**src/rtl/mul8s_rr_sched.sv**
```systemverilog
// Round-robin arbiter that shares one external 8x8 signed multiplier between NREQ requesters.
// Products return through a credit-guarded FIFO, tagged with the requester id, in grant order.
module mul8s_rr_sched #(
  parameter int NREQ  = 4,
  parameter int DEPTH = 4
) (
  input  logic                    clock,
  input  logic                    reset,
  input  logic [NREQ-1:0]         req_valid,
  output logic [NREQ-1:0]         req_ready,
  input  logic [8*NREQ-1:0]       req_a,
  input  logic [8*NREQ-1:0]       req_b,
  output logic [7:0]              mul_a,
  output logic [7:0]              mul_b,
  input  logic [15:0]             mul_o,
  output logic                    rsp_valid,
  input  logic                    rsp_ready,
  output logic [15:0]             rsp_data,
  output logic [$clog2(NREQ)-1:0] rsp_id
);

  localparam int IDW = $clog2(NREQ);
  localparam int PW  = $clog2(DEPTH);
  localparam int CW  = PW + 1;
  localparam int EW  = 16 + IDW;

  logic [IDW-1:0] ptr_q, ptr_d;
  logic           s1_valid_q;
  logic [7:0]     s1_a_q, s1_b_q;
  logic [IDW-1:0] s1_id_q;

  logic [EW-1:0]  mem_q [DEPTH];
  logic [PW-1:0]  wr_ptr_q, rd_ptr_q;
  logic [CW-1:0]  count_q, count_d;

  logic           credit_ok, grant_found, accept, push, pop;
  logic [IDW-1:0] grant_idx, cand;
  logic [IDW:0]   cand_sum;
  logic [EW-1:0]  head;

  // Credit counts the stage-1 entry too, so every accepted operand pair owns a FIFO slot.
  // Only registered state feeds this, keeping rsp_ready out of the req_ready path.
  assign credit_ok = (count_q + CW'(s1_valid_q)) < CW'(DEPTH);

  always_comb begin
    grant_found = 1'b0;
    grant_idx   = '0;
    cand_sum    = '0;
    cand        = '0;
    for (int k = 0; k < NREQ; k++) begin
      cand_sum = {1'b0, ptr_q} + (IDW+1)'(k);
      if (cand_sum >= (IDW+1)'(NREQ)) begin
        cand_sum = cand_sum - (IDW+1)'(NREQ);
      end
      cand = cand_sum[IDW-1:0];
      if (!grant_found && req_valid[cand]) begin
        grant_found = 1'b1;
        grant_idx   = cand;
      end
    end
  end

  always_comb begin
    req_ready = '0;
    if (!reset && credit_ok && grant_found) begin
      req_ready[grant_idx] = 1'b1;
    end
  end

  assign accept = |(req_valid & req_ready);

  always_comb begin
    ptr_d = ptr_q;
    if (accept) begin
      ptr_d = (grant_idx == IDW'(NREQ - 1)) ? '0 : grant_idx + IDW'(1);
    end
  end

  always_ff @(posedge clock or posedge reset) begin
    if (reset) begin
      ptr_q      <= '0;
      s1_valid_q <= 1'b0;
      s1_a_q     <= '0;
      s1_b_q     <= '0;
      s1_id_q    <= '0;
    end else begin
      ptr_q      <= ptr_d;
      s1_valid_q <= accept;
      if (accept) begin
        s1_a_q  <= req_a[{grant_idx, 3'b000} +: 8];
        s1_b_q  <= req_b[{grant_idx, 3'b000} +: 8];
        s1_id_q <= grant_idx;
      end
    end
  end

  assign mul_a = s1_a_q;
  assign mul_b = s1_b_q;

  assign push      = s1_valid_q;
  assign rsp_valid = (count_q != '0);
  assign pop       = rsp_valid & rsp_ready;
  assign count_d   = count_q + CW'(push) - CW'(pop);

  always_ff @(posedge clock or posedge reset) begin
    if (reset) begin
      wr_ptr_q <= '0;
      rd_ptr_q <= '0;
      count_q  <= '0;
    end else begin
      count_q <= count_d;
      if (push) wr_ptr_q <= wr_ptr_q + PW'(1);
      if (pop)  rd_ptr_q <= rd_ptr_q + PW'(1);
    end
  end

  // Storage needs no reset: nothing is visible unless count_q says so.
  always_ff @(posedge clock) begin
    if (push) mem_q[wr_ptr_q] <= {mul_o, s1_id_q};
  end

  assign head     = mem_q[rd_ptr_q];
  assign rsp_data = rsp_valid ? head[EW-1:IDW] : '0;
  assign rsp_id   = rsp_valid ? head[IDW-1:0] : '0;

endmodule

```
**config.mk**
```make
export PLATFORM = sky130hd
export DESIGN_NAME = mul8s_rr_sched
export DESIGN_NICKNAME = d
export VERILOG_FILES = /design/src/rtl/mul8s_rr_sched.sv
export SDC_FILE = /design/constraint.sdc
export NUM_CORES = 1
export LEC_CHECK = 0
export BUFFER_PORTS_ARGS = -buffer_cell sky130_fd_sc_hd__buf_2
export CAP_MARGIN = 20
export CORE_MARGIN = 2
export CORE_UTILIZATION = 52
export DETAILED_ROUTE_END_ITERATION = 8
export GPL_TIMING_DRIVEN = 0
export PLACE_DENSITY = 0.86
export SETUP_SLACK_MARGIN = 0.3
export SLEW_MARGIN = 20
export SYNTH_ARGS = -nofsm -noshare
export SYNTH_HDL_FRONTEND = slang
export SYNTH_SLANG_ARGS = --single-unit
```
**constraint.sdc**
```tcl
create_clock -name clock -period 3.3 [get_ports clock]
set_clock_uncertainty 0.1 [all_clocks]
set_input_delay 0.165 -clock clock [delete_from_list [all_inputs] [get_ports clock]]
set_output_delay 0.165 -clock clock [all_outputs]
set_load 0.02 [all_outputs]
```
==> qor.yml, run 1 <==
grt:
  grt_max_degree: 29
  antenna_found_initial: 0
  grt_pass1_wl_um: 15800
  grt_pass1_vias: 3270
  overflow: 0
  grtUsageTotal_pct: 21.2
run:
  maxCapViolations: 0
route:
  firstDrtPassIters: 5
  drc: 0
  wl_um: 10100
  wl_per_cell_um: 17.8
  ant_nets: 0
  viasPerCell: 5.70
  first_iter_violations: 195
  vias: 3249
finish:
  final_nets: 553
  antenna_cells: 0
  synthToLayoutAreaGrowth_pct: 25.3
  fin_cells: 570
  drive_above_1_share_pct: 42.0
synthesis:
  synth_top_area_share_pct: 47.0
  seq_area_frac_synth_pct: 62.2
  netlist_area_um2: 4600
  synth.most_common_cell: "edfxtp_1"
  netlist_instances: 303
  synth_cell_types: 39
  avgSynthCellArea_um2: 15.2
  synth_edf_count: 72
  synth_flop_cell: "edfxtp_1"
  synth-seq-cells: 100
  syn_nets: 399
  async_flop_share_pct: 28.0
  synth_common_cells: "edfxtp_1 (72), dfrtp_1 (28), and2_1 (24)"
  synth_area_leaders: "edfxtp_1 (47%), dfrtp_1 (15%), mux4_2 (8.8%)"
  synth_area_leader_cell: "edfxtp_1"
  ys_warn_count: 0
timing:
  drv_slew: 0
  slew_headroom_pct: 37.1
  tns_ns: 0
  fin_crit_sh_pct: 86.0
  tightestPinTransition_ns: 0.944
  period_minus_slack_ns: 2.84
  rsz0062_at_grt: "no"
  setup_viol: 0
  fmax_mhz: 352
  hold_violations: 0
setup_path:
  worstReg2RegStart: "ptr_q[1]"
  cp_num_buf_inv: 3
  reg2regPathDepth: 10
  crit_cells: 9
  cp_slowest_cell: "dfrtp_1"
  cp-startpoint: "push"
  worstSetupEndpoint: "req_ready[0]"
  max_stage_delay_ns: 0.46
  worstPathArrival_ns: 2.57
  crit_family: "buffers and inverters"
  critPathCaptureType: "primary output"
  reg2reg_setup_slack_ns: 0.56
  crit_chain: "ha_1 > ha_1 > xnor2_2 > nor3b_4 > a21bo_2 > buf_2 > clkbuf_2 > nor2_1 > buf_2"
  timing.rr.end: "mul_b[6]"
  startpoint_type: "flop"
  crit_fanout: 10
  required_ns: 3.03
  worstSetupPathType: "reg -> out"
power:
  p_comb_share_pct: 45.0
  pwr-share-seq_pct: 38.5
  ir_drop_mv: 0.403
  total_power_mw: 4.68
  p_sw_share_pct: 37.2
  p_leak_nw: 2.36
  power.internal_mw: 2.94
  p_sw_mw: 1.74
  p_clk_share_pct: 16.5
  p_per_area_nw_per_um2: 811
floorplanning:
  die_width_um: 98.1
  ioPinCount: 126
  die_y_um: 98.1
  die-area_um2: 9620
  start_util_pct: 53.3
  rows: 34
  core-area_um2: 8640
clock_network:
  clk_path_buf_depth: 2
  cts_buffers: 9
  path_clk_slew_ns: 0.09
  cts_tree: "yes"
  h-tree-depth: 3
  clk_latency_ns: 0.35
  clockRootBuffer: "clkbuf_8"
  clock_sinks: 100
min_path:
  hold_class: "in -> reg"
outcome:
  status: "finished clean"
place:
  hpwl_um: 7000
  io_buffers: 125
  dp_cells: 536
  gp_congestion: 0.947
-- sequential cells by signal, summed over array words and instances, names as in the netlist --
register,count
rd_ptr_q,2
s1_id_q,2
count_q,3
push,1
wr_ptr_q,2
ptr_q,2
mem_q,72
mul_a,8
mul_b,8
-- placed cells by master (no fill, tap or decap), types with 10 or more instances in the layout --
cell and count:
buf_2 127, edfxtp_1 72, dfrtp_1 28, and2_1 24, mux4_2 18, a221o_1 17
dlygate4sd3_1 17, mux2_2 16, nand4_1 16, o31ai_1 16, a21oi_1 16, clkbuf_1 12
inv_1 10
-- worst register-to-register path, stage by stage (launching register included) --
cell	delay (ns)
dfrtp_1	0.44
nand2b_1	0.19
a21oi_2	0.39
nor3_4	0.09
inv_2	0.11
buf_4	0.20
ha_1	0.18
nand2_1	0.11
a211oi_4	0.45
buf_4	0.27
a221o_1	0.16
-- how the worst min path moves through the flow --
stage,startpoint,to,slack (ns),depth (start not counted)
6_report,req_b[16],mul_b[0],0.06,3
3_5_place_dp,mul_o[3],mem_q[0][5],0.29,1
2_1_floorplan,reset,count_q[0],0.13,1
4_1_cts,req_b[22],mul_b[6],0.05,3
5_1_grt,req_a[26],mul_a[2],0.06,3
3_3_place_gp,mul_o[14],mem_q[3][16],0.28,1
-- cell families after synthesis --
| group | share of synthesized area, % |
|---|---|
| xor+xnor | 0.952 |
| mux | 13.2 |
| flops | 62.2 |
| compound gates | 9.81 |
| simple gates | 8.05 |
| buf+inv | 3.40 |
| fa+ha+maj | 2.45 |
-- power by group through the flow --
stage          logic (mW)  registers, mW  clock network [mW]
2_1_floorplan        1.37           1.89                   0
6_report             2.11           1.80               0.771
3_5_place_dp         2.07           1.82                   0
3_3_place_gp         2.00           1.80                   0
5_1_grt              2.28           1.83               0.852
4_1_cts              2.10           1.80               0.792
-- through the flow --
step / instance area [um2] / hold slack, ns / setup WS, ns / util (%)
after detailed placement: 5360 / 0.286 / 0.496 / 62.1
final: 5770 / 0.0637 / 0.461 / 66.8
after floorplan: 4600 / 0.130 / 0.807 / -
after global placement: 5360 / 0.277 / 0.542 / 62.1
after global routing: 5770 / 0.0582 / 0.318 / 66.8
after CTS: 5740 / 0.0454 / 0.319 / 66.5
-- cell type report --
cell class / instances / area, um2
plain buffers: 21 / 113
clock buffers: 9 / 124
clock inverters: 7 / 73.8
fillers: 625 / 2870
inverters: 12 / 45.0
multi-input cells: 170 / 1610
flip-flops and latches: 100 / 2860
well taps: 108 / 135
repair buffers: 143 / 803
-- routing by layer --
metal  vias to the layer above  track usage [%]  routed length, um
met1                      1564             25.6               4120
met4                         0             7.26                173
met5                         -                0                  0
li1                       1498                -                  -
met2                       170             37.6               5120
met3                        17             4.72                725
-- repair_timing --
action,CTS,global route
setup buffers,0,1
gates resized for setup,3,3
endpoints found under the hold margin,64,28
hold buffers,16,1
setup endpoints to repair,1,4
pin swaps,0,1
(Power assumes the default switching activity.)
==> run 2: changes to the inputs <==
--- a/config.mk
+++ b/config.mk
@@ -5,13 +5,14 @@
 export SDC_FILE = /design/constraint.sdc
 export NUM_CORES = 1
 export LEC_CHECK = 0
+export ABC_AREA = 1
 export BUFFER_PORTS_ARGS = -buffer_cell sky130_fd_sc_hd__buf_2
 export CAP_MARGIN = 20
 export CORE_MARGIN = 2
-export CORE_UTILIZATION = 52
+export CORE_UTILIZATION = 54
 export DETAILED_ROUTE_END_ITERATION = 8
 export GPL_TIMING_DRIVEN = 0
-export PLACE_DENSITY = 0.86
+export PLACE_DENSITY = 0.87
 export SETUP_SLACK_MARGIN = 0.3
 export SLEW_MARGIN = 20
 export SYNTH_ARGS = -nofsm -noshare
==> qor.yml, run 2 <==
floorplanning:
  die_width_um: 103  # +4.9%
  die_y_um: 103  # +4.9%
  core-area_um2: 9640  # +12%
  die-area_um2: 10600  # +10%
  start_util_pct: 54.8  # +1.5 points
  rows: 36  # +5.9%
  ioPinCount: 126  # unchanged
timing:
  period_minus_slack_ns: 2.84  # +0.00605 ns
  setup_viol: 0  # unchanged
  fin_crit_sh_pct: 86.2  # +0.18 points
  tns_ns: 0  # unchanged
  rsz0062_at_grt: "no"
  fmax_mhz: 352  # -0.21%
  hold_slack_ns: 0.101  # +0.0375 ns
  drv_slew: 0  # unchanged
  hold_violations: 0  # unchanged
  slew_headroom_pct: 43.2  # +6.2 points
  tightestPinTransition_ns: 0.851  # -0.0937 ns
clock_network:
  cts_tree: "yes"
  h-tree-depth: 3  # unchanged
  clk_latency_ns: 0.35  # about the same
  clockRootBuffer: "clkbuf_8"
  path_clk_slew_ns: 0.09  # about the same
  clk_path_buf_depth: 2  # unchanged
  cts_buffers: 9  # unchanged
  clock_sinks: 100  # unchanged
synthesis:
  synth_edf_count: 72  # unchanged
  netlist_area_um2: 5280  # +15%
  seq_area_frac_synth_pct: 54.2  # -8.0 points
  async_flop_share_pct: 28.0  # unchanged
  synth_area_leaders: "edfxtp_1 (41%), dfrtp_1 (13%), nand3_1 (8.2%)"
  synth_common_cells: "nand2_1 (114), inv_1 (91), nand3_1 (86)"
  synth-seq-cells: 100  # unchanged
  syn_nets: 713  # +79%
  synth_top_area_share_pct: 40.9  # -6.0 points
  synth_flop_cell: "edfxtp_1"
  avgSynthCellArea_um2: 8.56  # -44%
  ys_warn_count: 0  # unchanged
  synth.most_common_cell: "nand2_1"
  synth_cell_types: 31  # -21%
  synth_area_leader_cell: "edfxtp_1"
  netlist_instances: 617  # +100%
setup_path:
  required_ns: 3.03  # about the same
  crit_chain: "buf_6 > inv_4 > buf_8 > nand2_2 > nand2_1 > and2_4 > nand4_1 > nand3_2 > buf_4 > buf_6 > ha_2 > inv_1 > nor2_2 > buf_6"
  max_stage_delay_ns: 0.40  # -0.06 ns
  cpMostUsedCell: "buf_6"
  crit_fanout: 10  # unchanged
  worstPathArrival_ns: 2.58  # about the same
  critPathCaptureType: "primary output"
  cp_slowest_cell: "dfrtp_1"
  startpoint_type: "flop"
  worstSetupPathType: "reg -> out"
place:
  hpwl_um: 9330  # +33%
  gp_congestion: 0.936  # -1.1%
  dp_cells: 875  # +63%
  io_buffers: 125  # unchanged
finish:
  largest_reg_flops: 72  # unchanged
  largest_register: "mem_q"
  final_cell_mix: "buf_2 (136), nand2_1 (112), inv_1 (91)"
  fin_cells: 915  # +61%
  layout_commonest_cell: "buf_2"
  drive_above_1_share_pct: 24.8  # -17 points
  utilization_pct: 68.3  # +1.6 points
  final_nets: 873  # +58%
  antenna_cells: 0  # unchanged
  synthToLayoutAreaGrowth_pct: 24.8
  fillCellCount: 766  # +23%
route:
  wl_um: 13400  # +32%
  vias: 4788  # +47%
  wl_per_cell_um: 14.7  # -18%
  drc: 0  # unchanged
  first_iter_violations: 287  # +47%
  viasPerCell: 5.23  # -8.2%
  firstDrtPassIters: 5  # unchanged
  ant_nets: 0  # unchanged
grt:
  overflow: 0  # unchanged
  grt_max_degree: 29  # unchanged
  grtUsageTotal_pct: 25.0  # +3.8 points
  antenna_found_initial: 0  # unchanged
  grt_pass1_wl_um: 20500  # +30%
  grt_pass1_vias: 4505  # +38%
outcome:
  status: "finished clean"
power:
  ir_drop_mv: 0.674  # +67%
  p_per_area_nw_per_um2: 1000  # +23%
  total_power_mw: 6.59  # +41%
  p_leak_nw: 3.26  # +38%
run:
  maxCapViolations: 0  # unchanged
min_path:
  hold_class: "in -> reg"
[run 2: cell count changes after synthesis, sizes merged, moves of 6 or more]
cell   change
mux2      -16
buf       +12
a221o     -17
o21ai     +36
mux4      -18
nor2      +76
nand4      +6
inv       +82
nand2    +116
nand3     +90
and2      -23
o31ai     -16
[run 2: where the power goes]
part	switching [mW]	internal, mW
clock network	0.433	0.439
registers	0.162	1.70
logic	2.53	1.32
total	3.12	3.46
[run 2: final cells by class]
cell class,count,area [um2],area share (%)
Sequential cell,100,2860,43.5
Multi-Input combinational cell,387,1910,29.0
Timing Repair Buffer,149,865,13.1
Inverter,96,363,5.51
Buffer,34,194,2.94
Tap cell,133,166,2.53
Clock buffer,9,124,1.88
Clock inverter,7,103,1.56
[run 2: cell families after synthesis]
family / after synthesis / share of synthesized area, %
buffers and inverters: 130 / 10.4
AND/OR/NAND/NOR: 318 / 27.4
flip-flops: 100 / 54.2
XOR/XNOR: 3 / 0.498
adder cells (fa/ha/maj): 9 / 2.13
AO/OA/AOI/OAI: 57 / 5.43
[run 2: path summary, 6_finish.rpt]
kind,from,endpoint,slack [ns],depth (start not counted)
max,ptr_q[0],req_ready[2],0.46,14
max reg2reg,ptr_q[0],ptr_q[1],0.48,21
min in group asynchronous,reset,rd_ptr_q[0],0.40,4
min,req_a[9],mul_a[1],0.10,7
max in group asynchronous,reset,ptr_q[1],2.53,4
min reg2reg,mul_b[7],mul_b[7],0.44,2
[run 2: repair_timing]
| item | 4_1_cts | 5_1_grt |
|---|---|---|
| setup buffers | 0 | 5 |
| setup endpoints to repair | 1 | 1 |
| pin swaps | 0 | 8 |
| gates resized for setup | 1 | 13 |
| cloned | 0 | 1 |
| hold buffers | 18 | 0 |
| endpoints found under the hold margin | 92 | 0 |
[run 2: worst max-delay path, delay by kind of cell, from the launching register on]
kind	cells	cell delay, ns
adder cells (fa/ha/maj)	1	0.19
flip-flops	1	0.40
AND/OR/NAND/NOR	6	0.78
buffers and inverters	7	0.87
[run 2: metal layers]
| layer | track usage, % | up-vias | share of wire, % |
|---|---|---|---|
| met4 | 9.62 | 0 | 2.7 |
| li1 | - | 2336 | - |
| met1 | 29.5 | 2160 | 40 |
| met2 | 45.7 | 259 | 51 |
| met3 | 3.93 | 33 | 6.9 |
| met5 | 0 | - | 0 |
[run 2: metrics by stage]
stage               area [um2]  setup WS [ns]
detailed placement        6080          0.544
global route              6590          0.295
global placement          6070          0.635
floorplan                 5280          0.876
finish                    6590          0.455
CTS                       6500          0.305
==> run 3: changes to the inputs <==
--- a/config.mk
+++ b/config.mk
@@ -9,10 +9,11 @@
 export BUFFER_PORTS_ARGS = -buffer_cell sky130_fd_sc_hd__buf_2
 export CAP_MARGIN = 20
 export CORE_MARGIN = 2
-export CORE_UTILIZATION = 54
+export CORE_UTILIZATION = 56
+export CTS_BUF_LIST = sky130_fd_sc_hd__clkbuf_4
 export DETAILED_ROUTE_END_ITERATION = 8
 export GPL_TIMING_DRIVEN = 0
-export PLACE_DENSITY = 0.87
+export PLACE_DENSITY = 0.9
 export SETUP_SLACK_MARGIN = 0.3
 export SLEW_MARGIN = 20
 export SYNTH_ARGS = -nofsm -noshare
==> qor.yml, run 3 (synthesis gave the netlist of run 2 again) <==
clock_network:
  path_clk_slew_ns: 0.15  # +0.06 ns
  clk_latency_ns: 0.44  # +0.09 ns
  clockRootBuffer: "clkbuf_4"
  h-tree-depth: 3  # unchanged
  clk_path_buf_depth: 2  # unchanged
  cts_tree: "yes"
  clock_sinks: 100  # unchanged
  cts_buffers: 9  # unchanged
finish:
  drive_above_1_share_pct: 25.9  # +1.1 points
  largest_reg_flops: 72  # unchanged
  antenna_cells: 0  # unchanged
  utilization_pct: 71.4  # +3.1 points
  layout_commonest_cell: "buf_2"
  synthToLayoutAreaGrowth_pct: 24.4
  fin_cells: 899  # -1.7%
  largest_register: "mem_q"
  final_cell_mix: "buf_2 (136), nand2_1 (103), inv_1 (90)"
  final_nets: 879  # +0.69%
  fillCellCount: 668  # -13%
route:
  vias: 4877  # +1.9%
  first_iter_violations: 344  # +20%
  ant_nets: 0  # unchanged
  wl_per_cell_um: 15.4  # +5.2%
  wl_um: 13900  # +3.4%
  drc: 0  # unchanged
  viasPerCell: 5.42  # +3.7%
  firstDrtPassIters: 5  # unchanged
timing:
  hold_slack_ns: 0.0163  # -0.0849 ns
  tns_ns: 0  # unchanged
  rsz0062_at_grt: "no"
  drv_slew: 0  # unchanged
  fmax_mhz: 343  # -2.4%
  slew_headroom_pct: 44.0  # +0.72 points
  tightestPinTransition_ns: 0.840  # -0.0108 ns
  fin_crit_sh_pct: 88.3  # +2.1 points
  hold_violations: 0  # unchanged
  period_minus_slack_ns: 2.91  # +0.0703 ns
  setup_viol: 0  # unchanged
power:
  total_power_mw: 6.48  # -1.6%
  p_per_area_nw_per_um2: 986  # -1.4%
  power.internal_mw: 3.32  # -4.1%
  p_clk_share_pct: 10.1  # -3.2 points
  p_leak_nw: 3.26  # -0.20%
  p_comb_share_pct: 61.3  # +2.8 points
  p_sw_mw: 3.16  # +1.1%
  pwr-share-seq_pct: 28.6  # +0.3 points
  ir_drop_mv: 0.613  # -9.1%
  p_sw_share_pct: 48.7  # +1.3 points
floorplanning:
  start_util_pct: 57.4  # +2.6 points
  die-area_um2: 10200  # -3.4%
  rows: 35  # -2.8%
  die_width_um: 101  # -1.7%
  ioPinCount: 126  # unchanged
  die_y_um: 101  # -1.7%
  core-area_um2: 9200  # -4.6%
outcome:
  status: "finished clean"
min_path:
  hold_depth: 7  # unchanged
  hold_class: "in -> reg"
  min_from: "req_a[10]"
  worstHoldEndpoint: "mul_a[2]"
grt:
  antenna_found_initial: 0  # unchanged
  grt_pass1_vias: 4954  # +10%
  grt_pass1_wl_um: 22200  # +8.1%
  grtUsageTotal_pct: 27.9  # +2.9 points
  grt_max_degree: 29  # unchanged
  overflow: 0  # unchanged
setup_path:
  crit_fanout: 10  # unchanged
  reg2reg_setup_slack_ns: 0.54  # +0.06 ns
  timing.rr.end: "mul_b[6]"
  reg2regPathDepth: 21  # unchanged
  worstPathArrival_ns: 2.65  # +0.07 ns
  worstSetupPathType: "reg -> out"
  critPathCaptureType: "primary output"
  startpoint_type: "flop"
  required_ns: 3.03  # about the same
  worstReg2RegStart: "ptr_q[0]"
place:
  gp_congestion: 0.865  # -7.6%
  hpwl_um: 9430  # +1.0%
  io_buffers: 125  # unchanged
  dp_cells: 853  # -2.5%
run:
  maxCapViolations: 0  # unchanged
-- run 3: cell types whose count changed in the layout (fill, tap and decap cells not counted), moves of 2 or more --
cell and delta:
clkbuf_4 +9, clkbuf_8 -9, dlygate4sd3_1 +5, inv_6 -2, nand2_1 -9, nand2_2 +7, nand2_4 +2
-- run 3: cell type report --
class	instances	area, um2	share of cell area [%]
repair buffers	155	922	14.0
inverters	96	363	5.52
flip-flops and latches	100	2860	43.6
clock buffers	9	67.6	1.03
multi-input cells	387	1940	29.5
plain buffers	34	203	3.09
clock inverters	7	75.1	1.14
well taps	111	139	2.11
-- run 3: worst max path at each step --
stage                        start      endpoint  depth (start not counted)
after floorplan           ptr_q[0]      mul_a[0]                         20
after global placement    ptr_q[0]      mul_b[6]                         20
after detailed placement  ptr_q[0]      mul_b[6]                         20
after CTS                 ptr_q[0]  req_ready[2]                         17
after global routing      ptr_q[0]  req_ready[2]                         18
final                     ptr_q[0]  req_ready[2]                         18
-- run 3: timing repair --
item	CTS	global route
hold buffers	23	0
setup buffers	1	5
hold endpoints to repair	97	0
endpoints found under the setup margin	1	2
pin swaps	3	6
cloned	0	1
resized for setup	5	22
-- run 3: power groups by stage --
stage / clock [mW] / sequential (mW) / combinational [mW]
6_report: 0.651 / 1.85 / 3.97
5_1_grt: 0.713 / 1.88 / 4.39
4_1_cts: 0.653 / 1.85 / 3.72
3_5_place_dp: 0 / 1.88 / 3.66
3_3_place_gp: 0 / 1.85 / 3.54
2_1_floorplan: 0 / 1.95 / 2.54
-- run 3: through the flow --
stage / cell area, um2 / setup slack [ns]
after floorplan: 5280 / 0.876
final: 6570 / 0.385
after CTS: 6450 / 0.319
after global routing: 6570 / 0.278
after global placement: 6040 / 0.619
after detailed placement: 6050 / 0.572
-- run 3: critical path, stage by stage (launching register included) --
cell,delay [ns]
dfrtp_1,0.40
buf_6,0.13
inv_4,0.04
buf_12,0.14
nand2_2,0.05
nand2_1,0.09
nand2_2,0.11
nand2_4,0.08
nand2_2,0.10
nand2_4,0.06
nand2_4,0.08
nand2_2,0.07
buf_6,0.13
buf_6,0.13
inv_2,0.06
ha_2,0.17
inv_1,0.05
nor2_2,0.15
buf_6,0.14
-- run 3: layer usage --
metal | part of all wire, % | global-route usage, % | up-vias
li1 | - | - | 2349
met1 | 39 | 32.2 | 2185
met2 | 51 | 49.7 | 300
met3 | 7.8 | 5.34 | 43
met4 | 2.7 | 13.4 | 0
met5 | 0 | 0 | -
